## src/rtl/vga_pkg.sv

```systemverilog
// rtl/vga_pkg.sv - shared constants and state encoding for the VGA frame writer
package vga_pkg;

    localparam int WIDTH        = 2;
    localparam int H_ACTIVE_DEF = 640;
    localparam int V_ACTIVE_DEF = 240;
    localparam int ADDR_W_DEF   = 18;

    typedef enum logic [1:0] {
        ST_IDLE  = 2'd0,
        ST_WRITE = 2'd1,
        ST_DROP  = 2'd2,
        ST_DONE  = 2'd3
    } state_t;

endpackage

```

## src/rtl/vga_pos_counter.sv

```systemverilog
// rtl/vga_pos_counter.sv - column/row/linear address counters for frame fill
module vga_pos_counter #(
    parameter int H_ACTIVE = 640,
    parameter int V_ACTIVE = 240,
    parameter int ADDR_W   = 18
) (
    input  logic              clk_25,
    input  logic              reset,
    input  logic              clear,
    input  logic              advance,
    input  logic              next_line,
    output logic [ADDR_W-1:0] addr,
    output logic              last_col,
    output logic              last_row
);
    localparam int COL_W = $clog2(H_ACTIVE);
    localparam int ROW_W = $clog2(V_ACTIVE + 1);

    logic [COL_W-1:0]  col_q, col_d, col_b;
    logic [ROW_W-1:0]  row_q, row_d, row_b;
    logic [ADDR_W-1:0] addr_q, addr_d, addr_b;

    // clear and advance together yield position 1 of a fresh frame
    always_comb begin
        col_b  = clear ? '0 : col_q;
        row_b  = clear ? '0 : row_q;
        addr_b = clear ? '0 : addr_q;
        col_d  = col_b;
        row_d  = row_b;
        addr_d = addr_b;
        if (next_line) begin
            col_d  = '0;
            row_d  = row_b + ROW_W'(1);
            addr_d = addr_b + ADDR_W'(1);
        end else if (advance) begin
            col_d  = col_b + COL_W'(1);
            addr_d = addr_b + ADDR_W'(1);
        end
    end

    always_ff @(posedge clk_25) begin
        if (reset) begin
            col_q  <= '0;
            row_q  <= '0;
            addr_q <= '0;
        end else begin
            col_q  <= col_d;
            row_q  <= row_d;
            addr_q <= addr_d;
        end
    end

    assign addr     = addr_q;
    assign last_col = (col_q == COL_W'(H_ACTIVE - 1));
    assign last_row = (row_q == ROW_W'(V_ACTIVE - 1));

endmodule

```

## src/rtl/vga_frame_writer.sv

```systemverilog
// rtl/vga_frame_writer.sv - pixel stream to frame-memory writer with geometry checks
module vga_frame_writer #(
    parameter int WIDTH    = vga_pkg::WIDTH,
    parameter int H_ACTIVE = vga_pkg::H_ACTIVE_DEF,
    parameter int V_ACTIVE = vga_pkg::V_ACTIVE_DEF,
    parameter int ADDR_W   = vga_pkg::ADDR_W_DEF
) (
    input  logic              clk_25,
    input  logic              reset,
    input  logic [WIDTH-1:0]  pix_data,
    input  logic              pix_valid,
    input  logic              pix_sof,
    input  logic              pix_eol,
    output logic              pix_ready,
    input  logic              frame_ack,
    output logic              wr_en,
    output logic [ADDR_W-1:0] wr_addr,
    output logic [WIDTH-1:0]  wr_data,
    output logic              frame_done,
    output logic              err_line,
    output logic              err_sof,
    output logic [7:0]        frame_count
);
    import vga_pkg::*;

    state_t            state_q, state_d;
    logic              wr_en_q, wr_en_d;
    logic [ADDR_W-1:0] wr_addr_q, wr_addr_d;
    logic [WIDTH-1:0]  wr_data_q, wr_data_d;
    logic              frame_done_q, frame_done_d;
    logic              err_line_q, err_line_d;
    logic              err_sof_q, err_sof_d;
    logic [7:0]        frame_count_q, frame_count_d;

    logic              accept;
    logic              cnt_clear, cnt_adv, cnt_nl;
    logic [ADDR_W-1:0] cnt_addr;
    logic              last_col, last_row;

    vga_pos_counter #(
        .H_ACTIVE (H_ACTIVE),
        .V_ACTIVE (V_ACTIVE),
        .ADDR_W   (ADDR_W)
    ) u_pos (
        .clk_25    (clk_25),
        .reset     (reset),
        .clear     (cnt_clear),
        .advance   (cnt_adv),
        .next_line (cnt_nl),
        .addr      (cnt_addr),
        .last_col  (last_col),
        .last_row  (last_row)
    );

    assign pix_ready = (state_q != ST_DONE);
    assign accept    = pix_valid & pix_ready;

    always_comb begin
        state_d       = state_q;
        wr_en_d       = 1'b0;
        wr_addr_d     = wr_addr_q;
        wr_data_d     = wr_data_q;
        frame_done_d  = frame_done_q;
        err_line_d    = 1'b0;
        err_sof_d     = 1'b0;
        frame_count_d = frame_count_q;
        cnt_clear     = 1'b0;
        cnt_adv       = 1'b0;
        cnt_nl        = 1'b0;

        // any accepted SOF starts a frame at address 0 unless it also claims EOL
        if (accept && pix_sof) begin
            err_sof_d = (state_q == ST_WRITE);
            if (pix_eol) begin
                err_line_d = 1'b1;
                state_d    = ST_DROP;
            end else begin
                wr_en_d   = 1'b1;
                wr_addr_d = '0;
                wr_data_d = pix_data;
                cnt_clear = 1'b1;
                cnt_adv   = 1'b1;
                state_d   = ST_WRITE;
            end
        end else begin
            case (state_q)
                ST_WRITE: begin
                    if (accept) begin
                        if (pix_eol != last_col) begin
                            err_line_d = 1'b1;
                            state_d    = ST_DROP;
                        end else begin
                            wr_en_d   = 1'b1;
                            wr_addr_d = cnt_addr;
                            wr_data_d = pix_data;
                            if (pix_eol && last_row) begin
                                cnt_clear     = 1'b1;
                                frame_done_d  = 1'b1;
                                frame_count_d = frame_count_q + 8'd1;
                                state_d       = ST_DONE;
                            end else if (pix_eol) begin
                                cnt_nl = 1'b1;
                            end else begin
                                cnt_adv = 1'b1;
                            end
                        end
                    end
                end
                ST_DONE: begin
                    if (frame_ack) begin
                        frame_done_d = 1'b0;
                        state_d      = ST_IDLE;
                    end
                end
                default: ;
            endcase
        end
    end

    always_ff @(posedge clk_25) begin
        if (reset) begin
            state_q       <= ST_IDLE;
            wr_en_q       <= 1'b0;
            wr_addr_q     <= '0;
            wr_data_q     <= '0;
            frame_done_q  <= 1'b0;
            err_line_q    <= 1'b0;
            err_sof_q     <= 1'b0;
            frame_count_q <= 8'd0;
        end else begin
            state_q       <= state_d;
            wr_en_q       <= wr_en_d;
            wr_addr_q     <= wr_addr_d;
            wr_data_q     <= wr_data_d;
            frame_done_q  <= frame_done_d;
            err_line_q    <= err_line_d;
            err_sof_q     <= err_sof_d;
            frame_count_q <= frame_count_d;
        end
    end

    assign wr_en       = wr_en_q;
    assign wr_addr     = wr_addr_q;
    assign wr_data     = wr_data_q;
    assign frame_done  = frame_done_q;
    assign err_line    = err_line_q;
    assign err_sof     = err_sof_q;
    assign frame_count = frame_count_q;

endmodule
```

## config.mk

```make
export PLATFORM = sky130hd
export DESIGN_NAME = vga_frame_writer
export DESIGN_NICKNAME = d
export VERILOG_FILES = /design/src/rtl/vga_pkg.sv /design/src/rtl/vga_pos_counter.sv /design/src/rtl/vga_frame_writer.sv
export SDC_FILE = /design/constraint.sdc
export NUM_CORES = 1
export LEC_CHECK = 0
export CAP_MARGIN = 20
export CORE_MARGIN = 2
export CORE_UTILIZATION = 55
export DETAILED_ROUTE_END_ITERATION = 8
export PLACE_DENSITY = 0.79
export SYNTH_ARGS = -nofsm -noshare
export SYNTH_HDL_FRONTEND = slang
export SYNTH_SLANG_ARGS = --single-unit
```

## constraint.sdc

```tcl
create_clock -name clk_25 -period 2.85 [get_ports clk_25]
set_input_delay 0.4275 -clock clk_25 [delete_from_list [all_inputs] [get_ports clk_25]]
set_output_delay 0.4275 -clock clk_25 [all_outputs]
set_load 0.01 [all_outputs]
```

* After elaboration in Yosys (flattened, before gate mapping) *
Index checks and enable logic that the tools add are counted.

word-level totals
  register bits after elaboration = 70
  output and inout port bits = 33
  bits of input ports = 8

cells by class
  add/subtract/negate cells = 4
  reductions and logical operators = 12
  equal/unequal tests = 15
  bitwise gates (word level) = 3
  mux-type cells = 54

operator list
  kind                   count
  $mux 18                8
  $mux 1                 29
  $mux 2                 11
  $mux 10                2
  $add 18x1->18 const B  1
  $add 8x1->8 const B    2
  $mux 8                 2
  $ne 2x2->1 const B     6
  $add 10x1->10 const B  1
  $eq 10x10->1 const B   1
  $eq 8x8->1 const B     1
  $reduce_and 4->1       2
  $ne 3x3->1 const B     2
  $reduce_and 6->1       1
  $reduce_bool 2->1      3
  $reduce_and 5->1       1
  $ne 4x2->1 const B     1
  $pmux 2 s2             1
  $reduce_or 2->1        2
  $reduce_bool 3->1      1
  $eq 2x1->1 const B     1
  $eq 2x2->1 const B     1
  $logic_and 1x1->1      2
  $ne 2x1->1 const B     1
  4 further kinds        5

* Longest topological paths before layout *
Gate-level depths: netlist (run 1).

  depth after elaboration = 11
  mapped depth = 13

* Hierarchy *
A second synthesis (run 1) with hierarchy kept.

unflattened totals
  cells, all modules = 339
  area, all modules = 3,159.3 um^2

by module, submodules not included
  module            cells an instance  seq. area each (um^2)  area an instance (um^2)  instances
  vga_pos_counter   200                720.7                  1,764.2                  1
  vga_frame_writer  139                680.7                  1,395.1                  1

* Worst setup path before layout (run 1) *
No wires, ideal clock.

  kind = register to register
  start = register state_q[1]
  end = register u_pos.addr_q[14] (netlist: u_pos.addr[14])
  data arrival time = 2.483 ns
  period minus slack after synthesis = 2.553 ns
  path buffers = 2
  setup slack = 0.297 ns
  data required time = 2.780 ns
  stages on the path, launching flop included = 13
  cells stage by stage = dfxtp_1 clkbuf_2 and4bb_2 nand4_1 o21a_1 buf_2 and2_1 ha_1 nand3_1 nor4_1 nand2_1 or3_1 a21oi_1

on the way
  cells in the longest elaborated chain, start to end = 9
  elaborated cells on any way between the ends = 17

ends and longest elaborated chain
  item                    RTL line                                      RTL
  from (decl)             vga_frame_writer.sv:26                        state_t state_q, state_d;
  from (signal assigned)  vga_frame_writer.sv:131                       state_q <= state_d;
  $ne 2x2->1              vga_frame_writer.sv:55                        assign pix_ready = (state_q != ST_DONE);
  $and 1x1->1             vga_frame_writer.sv:56                        assign accept = pix_valid & pix_ready;
  $mux 1                  vga_frame_writer.sv:88                        if (accept) begin
  $mux 1                  vga_frame_writer.sv:86                        case (state_q)
  $mux 1                  vga_frame_writer.sv:72                        if (accept && pix_sof) begin
  $mux 18                 vga_pos_counter.sv:27                         addr_b = clear ? '0 : addr_q;
  $add 18x1->18           vga_pos_counter.sv:34, vga_pos_counter.sv:37
  $mux 18                 vga_pos_counter.sv:35                         end else if (advance) begin
  $mux 18 *               vga_pos_counter.sv:31                         if (next_line) begin
  to (signal assigned)    vga_pos_counter.sv:49                         addr_q <= addr_d;
  to (decl)               vga_pos_counter.sv:21                         logic [ADDR_W-1:0] addr_q, addr_d, addr_b;

Every way passes the cells marked *; elsewhere a longest branch is shown, timed or not.
A chain may end at the register's enable or synchronous reset.

* Worst setup path after layout (run 1) *
  start = input port pix_eol
  end = register u_pos.addr_q[10] (netlist: u_pos.addr[10])

on the way
  cells in the longest elaborated chain, start to end = 10
  elaborated cells on any way between the ends = 23

ends and longest elaborated chain
  item               RTL line                                      RTL
  from (decl)        vga_frame_writer.sv:13                        input logic pix_eol,
  $logic_and 1x1->1  vga_frame_writer.sv:96                        if (pix_eol && last_row) begin
  $mux 1             vga_frame_writer.sv:96
  $mux 1             vga_frame_writer.sv:89                        if (pix_eol != last_col) begin
  $mux 1             vga_frame_writer.sv:88
  $mux 1             vga_frame_writer.sv:86
  $mux 1             vga_frame_writer.sv:72
  $mux 18            vga_pos_counter.sv:27
  $add 18x1->18      vga_pos_counter.sv:34, vga_pos_counter.sv:37
  $mux 18            vga_pos_counter.sv:35
  $mux 18 *          vga_pos_counter.sv:31

Marks and branches as above.

==> results of run 1 <==
per-stage QoR:
stage / power (mW) / std cells / hold WS [ns] / utilization [%] / cell area, µm²
6_report: 1.95 / 483 / 0.479 / 71.0 / 3940
5_1_grt: 2.03 / 483 / 0.498 / 71.0 / 3940
4_1_cts: 1.97 / 483 / 0.485 / 71.0 / 3940
3_5_place_dp: 1.10 / 467 / 0.466 / 67.0 / 3710
3_3_place_gp: 1.10 / 467 / 0.460 / 67.0 / 3710
2_1_floorplan: 1.06 / 353 / 0.451 / - / 3170
logic make-up after synthesis:
logic type                 share of synthesized area (%)
xor gates and xnor gates                            8.29
buffers and inverters                               3.43
adders and majority gates                           1.58
muxes                                              0.947
AOI/OAI and AO/OA                                   15.5
DFF                                                 44.2
and+or+nand+nor                                     26.0
power groups by stage:
stage	sequential, mW	clock, mW	combinational, mW
after floorplan	1.01	0	0.0534
after global placement	1.01	0	0.0892
after detailed placement	1.01	0	0.0906
after CTS	0.988	0.887	0.0913
after global routing	0.989	0.941	0.101
final	0.989	0.872	0.0921
cell usage after synthesis, types with 9 or more instances:
master | count | area, µm²
nand2_1 | 27 | 101
o21ai_0 | 15 | 75.1
nor2_1 | 40 | 150
xnor2_1 | 13 | 114
a21oi_1 | 21 | 105
nand4_1 | 10 | 62.6
xor2_1 | 17 | 149
or3_1 | 11 | 68.8
and3_1 | 9 | 56.3
dfxtp_1 | 70 | 1400
nand3_1 | 14 | 70.1
a22o_1 | 18 | 158
how the worst max path moves through the flow:
stage | to | cells past startpoint
5_1_grt | u_pos.addr[10] | 11
2_1_floorplan | u_pos.addr[14] | 12
3_3_place_gp | u_pos.addr[14] | 12
4_1_cts | u_pos.addr[10] | 11
6_report | u_pos.addr[10] | 12
3_5_place_dp | u_pos.addr[10] | 12
worst max-delay path: cells and delay by family:
kind                       cells  cell delay [ns]
AOI/OAI and AO/OA              2             0.35
xor gates and xnor gates       1             0.19
and+or+nand+nor                6             0.99
buffers and inverters          2             0.64
adders and majority gates      1             0.23
per-layer routing:
metal	vias to the layer above	share of wire (%)
met5	-	0
met4	0	1.6
met3	14	3.7
met2	57	48
met1	1300	46
li1	1375	-
registers in the layout (all words and copies together) (netlist names):
name	count
u_pos.addr	18
err_sof	1
wr_en	1
state_q	2
err_line	1
wr_addr	18
wr_data	2
frame_count	8
u_pos.col_q	10
frame_done	1
u_pos.row_q	8
cell type report:
| class | instances | share of cell area (%) |
|---|---|---|
| multi-input cells | 261 | 42.2 |
| flip-flops and latches | 70 | 35.6 |
| repair buffers | 59 | 13.8 |
| clock buffers | 10 | 3.50 |
| well taps | 72 | 2.29 |
| clock inverters | 6 | 2.16 |
| inverters | 5 | 0.477 |
==> results.md, run 1 <==
- WS Path Type: in2reg
- Lkg Pwr: 1.41 nW
- Root Buffer Master: clkbuf_8
- CP startpoint kind: input port
- Via density: 5.69
- Ys async rst share: 0%
- Mean Syn Cell Area: 8.98 µm²
- Commonest cells after routing, fill and taps aside: dfxtp_1, nor2_1, clkdlybuf4s50_1
- Final worst-path cycle share: 91.8%
- Slew Limit Fails: 0
- Row cnt: 27
- Largest net degree at the start of global routing: 19
- Die Y: 79.9 µm
- Clock slew at reported path FFs: 0.07 ns
- Max clock buf depth: 2
- CTS hold repair buffers: 0
- Distinct cell type count of the synthesized netlist: 51
- Critical R2R Capture: u_pos.addr[10]
- Seq pwr share: 50.6%
- CP Max Fanout: 4
- Syn Nets: 365
- PD cells: 496 nW/µm²
- H-tree depth: 3
- Max Cap Viol: 0
- Crit path from: pix_eol
- Multi-input gate area: 1660 µm²
- Measured slew at the worst slew-check pin: 0.722 ns
- Achievable Freq: 0.382 GHz
- Layout area overhead: 24.2%
- Period minus WS final: 2.62 ns
- 1st-iter DRT viols: 149
- Clock Power Share: 44.6%
- Vias in the first global route: 2656
- CORE AREA: 5540 µm²
- Most common cell after layout, fill and taps aside: dfxtp_1
- Reg2Reg Setup Slack: 0.27 ns
- Worst stage delay on the critical path: 0.50 ns
- Final hold violation count: 0
- Nets@finish: 418
- Critical Path AT: 2.82 ns
- Met1 Use GR: 30.2%
- Initial DRT Pass Iterations: 4
- Sequential Area: 1400 µm²
- Post-synth EDFFs: 0
- Net Sw Frac: 21.4%
- Internal: 1.53 mW
- Status: finished, final reports clean
- Seq/Total Area, Yosys: 44.2%
- Crit path capture type: flop
- Slew HR: 51.8%
- Dpl hpwl: 4960 µm
- Tot GR Track Use: 24.2%
- Combinational Power Share: 4.7%
- N_diodes: 0
- GPL Wtd Cong: 0.882
- Sw power: 418 µW
- RSZ-0062 raised after global routing: false
- Most used routing layer: met2
- CP required: 3.05 ns
- Sum of negative setup slack: 0 ns
- CTS tree: yes
- Worst Hold End: wr_addr[17]
- Seq cells post-synth: 70
- Most common cell on crit path: nor4_1
- Fillcell total: 436
- Met2 usage: 39.3%
- First-pass GRT wire length: 12300 µm
- Worst min-delay path startpoint: wr_addr[17]
- Post-CTS setup buffers: 0
- Endpoints failing setup: 0
- I/O Buffers: 40
- Top FF cell, synth: dfxtp_1
- Syn. warnings: 0
- Reg2Reg Depth: 11
- Post-Route Skew: 0.00560 ns
- Worst R2R Start: u_pos.row_q[4]
- Via count: 2746
- Post-Route WL: 6970 µm
- Synthesized area: 3170 µm²
- DR DRC count: 0
- Num CTS Buffers: 9
- Die Footprint: 6390 µm²
- Top Ports: 41
- Hold crit path type: reg2reg
- Cell count after synthesis: 353
- Hold depth: 1
- PnR worst setup slack: 0.235 ns
- Detail Route Antenna Nets: 0
- Clk sinks: 70
- Setup WS pre-CTS: -0.0784 ns
- Share of cells above drive strength 1: 11.7%
- Starting Density: 57.2%
- Initial antenna violation count: 0
- # resized after CTS: 0
- Highest-delay cell along the critical path: clkdlybuf4s50_1
- Die W: 79.9 µm
- Worst skew pair latency: 0.34 ns
- Peak VDD IR: 0.340 mV
- Cell Chain, Critical Path: clkdlybuf4s50_1, nor4bb_1, nand4_1, o21a_1, and2_1, ha_1, nand3_1, nor4_1, buf_4, o211ai_1, xor2_1, nor4_1
- Global route total overflow: 0
- Routed length per placed instance: 14.4 µm
- M3 GR Usage: 7.35%
Note: power is estimated with default switching activity, not from simulation.
==> run 2: changes to the inputs <==
--- a/config.mk
+++ b/config.mk
@@ -9,6 +9,7 @@
 export CORE_MARGIN = 2
 export CORE_UTILIZATION = 55
 export DETAILED_ROUTE_END_ITERATION = 8
+export GPL_TIMING_DRIVEN = 0
 export PLACE_DENSITY = 0.79
 export SYNTH_ARGS = -nofsm -noshare
 export SYNTH_HDL_FRONTEND = slang
==> run 2 against run 1 <==
  * Sequential power about the same
  * Worst hold slack barely moved
  * Sequential share of layout area shrank 0.45 points
  * Clock-buffer cell count is 1 higher
  * Non-clock buffer count rose by 3
  * Combinational power grew 0.9%
  * Cell count up 0.62%
  * Wire length up 6.9%
==> results.md, run 2 (synthesis gave the netlist of run 1 again) <==
- H-tree depth: 3
- PD cells: 518 nW/µm²
- N_diodes: 0
- PnR worst setup slack: 0.113 ns
- Worst stage delay on the critical path: 0.36 ns
- DR DRC count: 0
- Via count: 2779
- Row cnt: 27
- Status: finished, final reports clean
- Sum of negative setup slack: 0 ns
- Nets@finish: 421
- Via density: 5.72
- Achievable Freq: 0.365 GHz
- Max Cap Viol: 0
- Initial antenna violation count: 0
- Post-Route WL: 7450 µm
- Total Power: 2.07 mW
- GPL Wtd Cong: 0.848
- Starting Density: 57.2%
- Post-Route Skew: 0.00986 ns
- Peak VDD IR: 0.336 mV
- Final worst-path cycle share: 96.0%
- Highest-delay cell along the critical path: dlygate4sd2_1
- Lkg Pwr: 1.44 nW
- Final hold violation count: 0
- Top Ports: 41
- 1st-iter DRT viols: 140
- Largest net degree at the start of global routing: 13
- WS Path Type: in2reg
- CTS tree: yes
- Period minus WS final: 2.74 ns
- Hold crit path type: reg2reg
- Hold depth: 1
- Tot GR Track Use: 24.9%
- Clock slew at reported path FFs: 0.07 ns
- CP startpoint kind: input port
- Dpl hpwl: 5140 µm
- Max clock buf depth: 2
- Critical path depth in cells: 13
- Measured slew at the worst slew-check pin: 0.807 ns
- Share of cells above drive strength 1: 12.1%
- Buf+Inv Stages, Crit Path: 3
- Die Y: 79.9 µm
- Reg2Reg Depth: 13
- Layout area overhead: 25.7%
- Vias in the first global route: 2632
- CORE AREA: 5540 µm²
- I/O Buffers: 40
- Critical Path AT: 2.97 ns
- Num CTS Buffers: 9
- Setup WS pre-CTS: -0.851 ns
- CP required: 3.09 ns
- Die Footprint: 6390 µm²
- Detail Route Antenna Nets: 0
- Global route total overflow: 0
- Min Hold Slack: 0.479 ns
- Commonest cells after routing, fill and taps aside: dfxtp_1, nor2_1, clkdlybuf4s50_1
- Worst skew pair latency: 0.35 ns
- Clk sinks: 70
- Slew Limit Fails: 0
- First-pass GRT wire length: 12300 µm
- Crit path capture type: flop
- Die W: 79.9 µm
- CP Max Fanout: 10
- Endpoints failing setup: 0
- Cell Chain, Critical Path: dlygate4sd2_1, and4bb_2, nand4_1, o21a_1, buf_4, buf_2, and2_1, ha_1, nand2_1, a21oi_1, nand3_1, xor2_1, nor2_1
- Routed length per placed instance: 15.3 µm
- Worst path top cell family by delay: simple AND/OR/NAND/NOR gates
- Root Buffer Master: clkbuf_8
- Most common cell after layout, fill and taps aside: dfxtp_1
- Initial DRT Pass Iterations: 4
- Slew HR: 45.8%
- Reg2Reg Setup Slack: 0.12 ns
## run 2: cell types whose count changed in the layout (fill, tap and decap cells not counted), moves of 2 or more
cell and change:
clkdlybuf4s50_1 -2, clkinv_2 -2, buf_2 +7, clkbuf_1 +5, buf_4 -9, dlygate4sd2_1 +2
## run 2: per-stage QoR
stage | instance area, µm² | cells | util, %
floorplan | 3170 | 353 | -
global placement | 3660 | 465 | 66.1
detailed placement | 3660 | 465 | 66.1
CTS | 3950 | 484 | 71.3
global route | 3990 | 486 | 72.0
finish | 3990 | 486 | 72.0
## run 2: final timing paths
| path | start | endpoint |
|---|---|---|
| max | pix_sof | u_pos.col_q[8] |
| min | wr_addr[17] | wr_addr[17] |
| max reg2reg | state_q[1] | u_pos.col_q[8] |
| min reg2reg | wr_addr[17] | wr_addr[17] |
## run 2: repair_timing
item / 4_1_cts / 5_1_grt
setup buffers: 3 / 2
pin swaps: 3 / 1
hold buffers: 0 / 0
gates resized for setup: 6 / 5
endpoints found under the setup margin: 9 / 10
## run 2: power by group
| group | leakage (nW) | internal, mW | switching, mW | total [mW] |
|---|---|---|---|---|
| clock network | 0.120 | 0.607 | 0.381 | 0.988 |
| registers | 0.564 | 0.983 | 0.00291 | 0.986 |
| logic | 0.757 | 0.0340 | 0.0589 | 0.0929 |
## run 2: layout make-up
class | count | area [µm²]
multi-input combinational | 261 | 1700
fill | 412 | 1550
sequential | 70 | 1400
timing repair buffer | 45 | 435
clock buffer | 11 | 141
clock inverter | 5 | 106
buffer | 17 | 95.1
tap | 72 | 90.1
inverter | 5 | 18.8
## run 2: metal layers
metal,GRT usage (%),vias to the layer above,part of all wire (%),wire length [µm]
li1,-,1377,-,-
met1,30.6,1318,45,3380
met2,41.6,72,49,3660
met3,7.58,12,4.1,306
met4,7.97,0,1.4,101
met5,0,-,0,0
==> run 3: changes to the inputs <==
--- a/config.mk
+++ b/config.mk
@@ -6,9 +6,11 @@
 export NUM_CORES = 1
 export LEC_CHECK = 0
 export CAP_MARGIN = 20
+export CORE_ASPECT_RATIO = 0.8
 export CORE_MARGIN = 2
 export CORE_UTILIZATION = 55
 export DETAILED_ROUTE_END_ITERATION = 8
+export GPL_ROUTABILITY_DRIVEN = 0
 export GPL_TIMING_DRIVEN = 0
 export PLACE_DENSITY = 0.79
 export SYNTH_ARGS = -nofsm -noshare
==> run 3 against run 2 <==
  * Fmax fell by 1.7%
  * Sequential cell count did not move
  * Clock power fell by 13%
  * Non-clock buffer count fell by 1
  * Clock-buffer cell count fell by 1
  * Register-to-register slack got worse by 0.06 ns
  * Sequential share of layout area rose by 0.32 points
  * Global-route usage rose by 0.75 points
  * Clock skew barely moved
  * Critical path depth fell by 1
  * Critical path type is now reg2reg
  * Largest power group is now sequential cells
==> results.md, run 3 (synthesis gave the netlist of run 1 again) <==
- Worst path top cell family by delay: simple AND/OR/NAND/NOR gates
- Critical Path AT: 3.06 ns
- Worst stage delay on the critical path: 0.32 ns
- Fin cells: 491
- Total Power: 1.94 mW
- WS Path Type: reg2reg
- Max Cap Viol: 0
- Via density: 5.88
- Crit path capture type: flop
- N_diodes: 0
- Clock slew at reported path FFs: 0.08 ns
- Starting Density: 57.7%
- Max clock buf depth: 2
- Sum of negative setup slack: 0 ns
- Most common cell after layout, fill and taps aside: dfxtp_1
- Lkg Pwr: 1.43 nW
- Global route total overflow: 0
- Via count: 2885
- Hold crit path type: reg2reg
- Die Y: 71.9 µm
- Share of cells above drive strength 1: 12.1%
- Layout area overhead: 24.6%
- Row cnt: 24
- PnR worst setup slack: 0.0650 ns
- I/O Buffers: 40
- Cells after DPL: 471
- Die W: 88.9 µm
- CORE AREA: 5500 µm²
- DR DRC count: 0
- Root Buffer Master: clkbuf_8
- Peak VDD IR: 0.351 mV
- Status: finished, final reports clean
- Worst skew pair latency: 0.35 ns
- Highest-delay cell along the critical path: or3_1
- Slew HR: 42.4%
- Dpl hpwl: 5160 µm
- Post-Route WL: 7670 µm
- Top Ports: 41
- Setup WS pre-CTS: -0.806 ns
- Nets@finish: 420
- Routed length per placed instance: 15.6 µm
- CP Max Fanout: 10
- Die Footprint: 6390 µm²
- Final hold violation count: 0
- Detail Route Antenna Nets: 0
- Slew Limit Fails: 0
- H-tree depth: 3
- Cell Chain, Critical Path: clkbuf_2, and4bb_2, nand4_1, o21a_1, buf_4, and2_1, ha_1, nand3_2, nor4_4, nand2_1, or3_1, a21oi_1
- 1st-iter DRT viols: 230
- Final worst-path cycle share: 97.7%
- CTS tree: yes
- CTS hold repair buffers: 0
- Initial antenna violation count: 0
- CP required: 3.13 ns
- Post-Route Skew: 0.00977 ns
- Fillcell total: 440
- CP startpoint kind: flop
- Tot GR Track Use: 25.7%
- Commonest cells after routing, fill and taps aside: dfxtp_1, nor2_1, clkdlybuf4s50_1
- Initial DRT Pass Iterations: 6
- Measured slew at the worst slew-check pin: 0.856 ns
- Clk sinks: 70
- Endpoints failing setup: 0
- PD cells: 491 nW/µm²
- Largest net degree at the start of global routing: 13
- First-pass GRT wire length: 12600 µm
- Vias in the first global route: 2658
- Num CTS Buffers: 9
- Buf+Inv Stages, Crit Path: 2
- Period minus WS final: 2.79 ns
- Achievable Freq: 0.359 GHz
==> run 3: worst paths after layout <==
path,end,start,depth (start not counted),slack (ns)
max,u_pos.addr[14],state_q[1],12,0.06
min,wr_addr[0],wr_addr[0],1,0.48
max reg2reg,u_pos.addr[14],state_q[1],12,0.06
min reg2reg,wr_addr[0],wr_addr[0],1,0.48
==> run 3: per-stage QoR <==
step | hold slack [ns] | util [%] | cell area [µm²]
6_report | 0.479 | 71.9 | 3950
5_1_grt | 0.498 | 71.9 | 3950
4_1_cts | 0.485 | 71.4 | 3920
3_5_place_dp | 0.463 | 66.8 | 3670
3_3_place_gp | 0.460 | 66.8 | 3670
2_1_floorplan | 0.451 | - | 3170
==> run 3: area by class of cell <==
| class | instances | area [µm²] | share of cell area (%) |
|---|---|---|---|
| clock buffer | 10 | 128 | 3.23 |
| timing repair buffer | 44 | 428 | 10.8 |
| inverter | 5 | 18.8 | 0.475 |
| clock inverter | 6 | 86.3 | 2.19 |
| multi-input combinational | 261 | 1700 | 42.9 |
| sequential | 70 | 1400 | 35.5 |
| tap | 78 | 97.6 | 2.47 |
| buffer | 17 | 95.1 | 2.41 |
==> run 3: worst register-to-register path, delay by kind of cell, from the launching register on <==
kind                       cells  cell delay [ns]
adders and majority gates      1             0.21
DFF                            1             0.31
and+or+nand+nor                7             1.47
AOI/OAI and AO/OA              2             0.36
buffers and inverters          2             0.37
==> run 3: per-layer routing <==
layer | track usage (%) | up-vias | wire, µm
met5 | 0 | - | 0
met4 | 9.26 | 0 | 113
met3 | 7.51 | 11 | 563
met2 | 37.6 | 111 | 3470
met1 | 36.1 | 1380 | 3530
li1 | - | 1383 | -
==> run 3: timing repair <==
action,4_1_cts,5_1_grt
setup endpoints to repair,9,10
endpoints found under the hold margin,0,0
gates resized for setup,7,3
pin swaps,3,2
buffers inserted,2,2
==> run 3: power by group <==
| group | internal (mW) | switching [mW] | total [mW] |
|---|---|---|---|
| Combinational | 0.0334 | 0.0591 | 0.0926 |
| Clock | 0.491 | 0.369 | 0.861 |
| Sequential | 0.983 | 0.00276 | 0.986 |
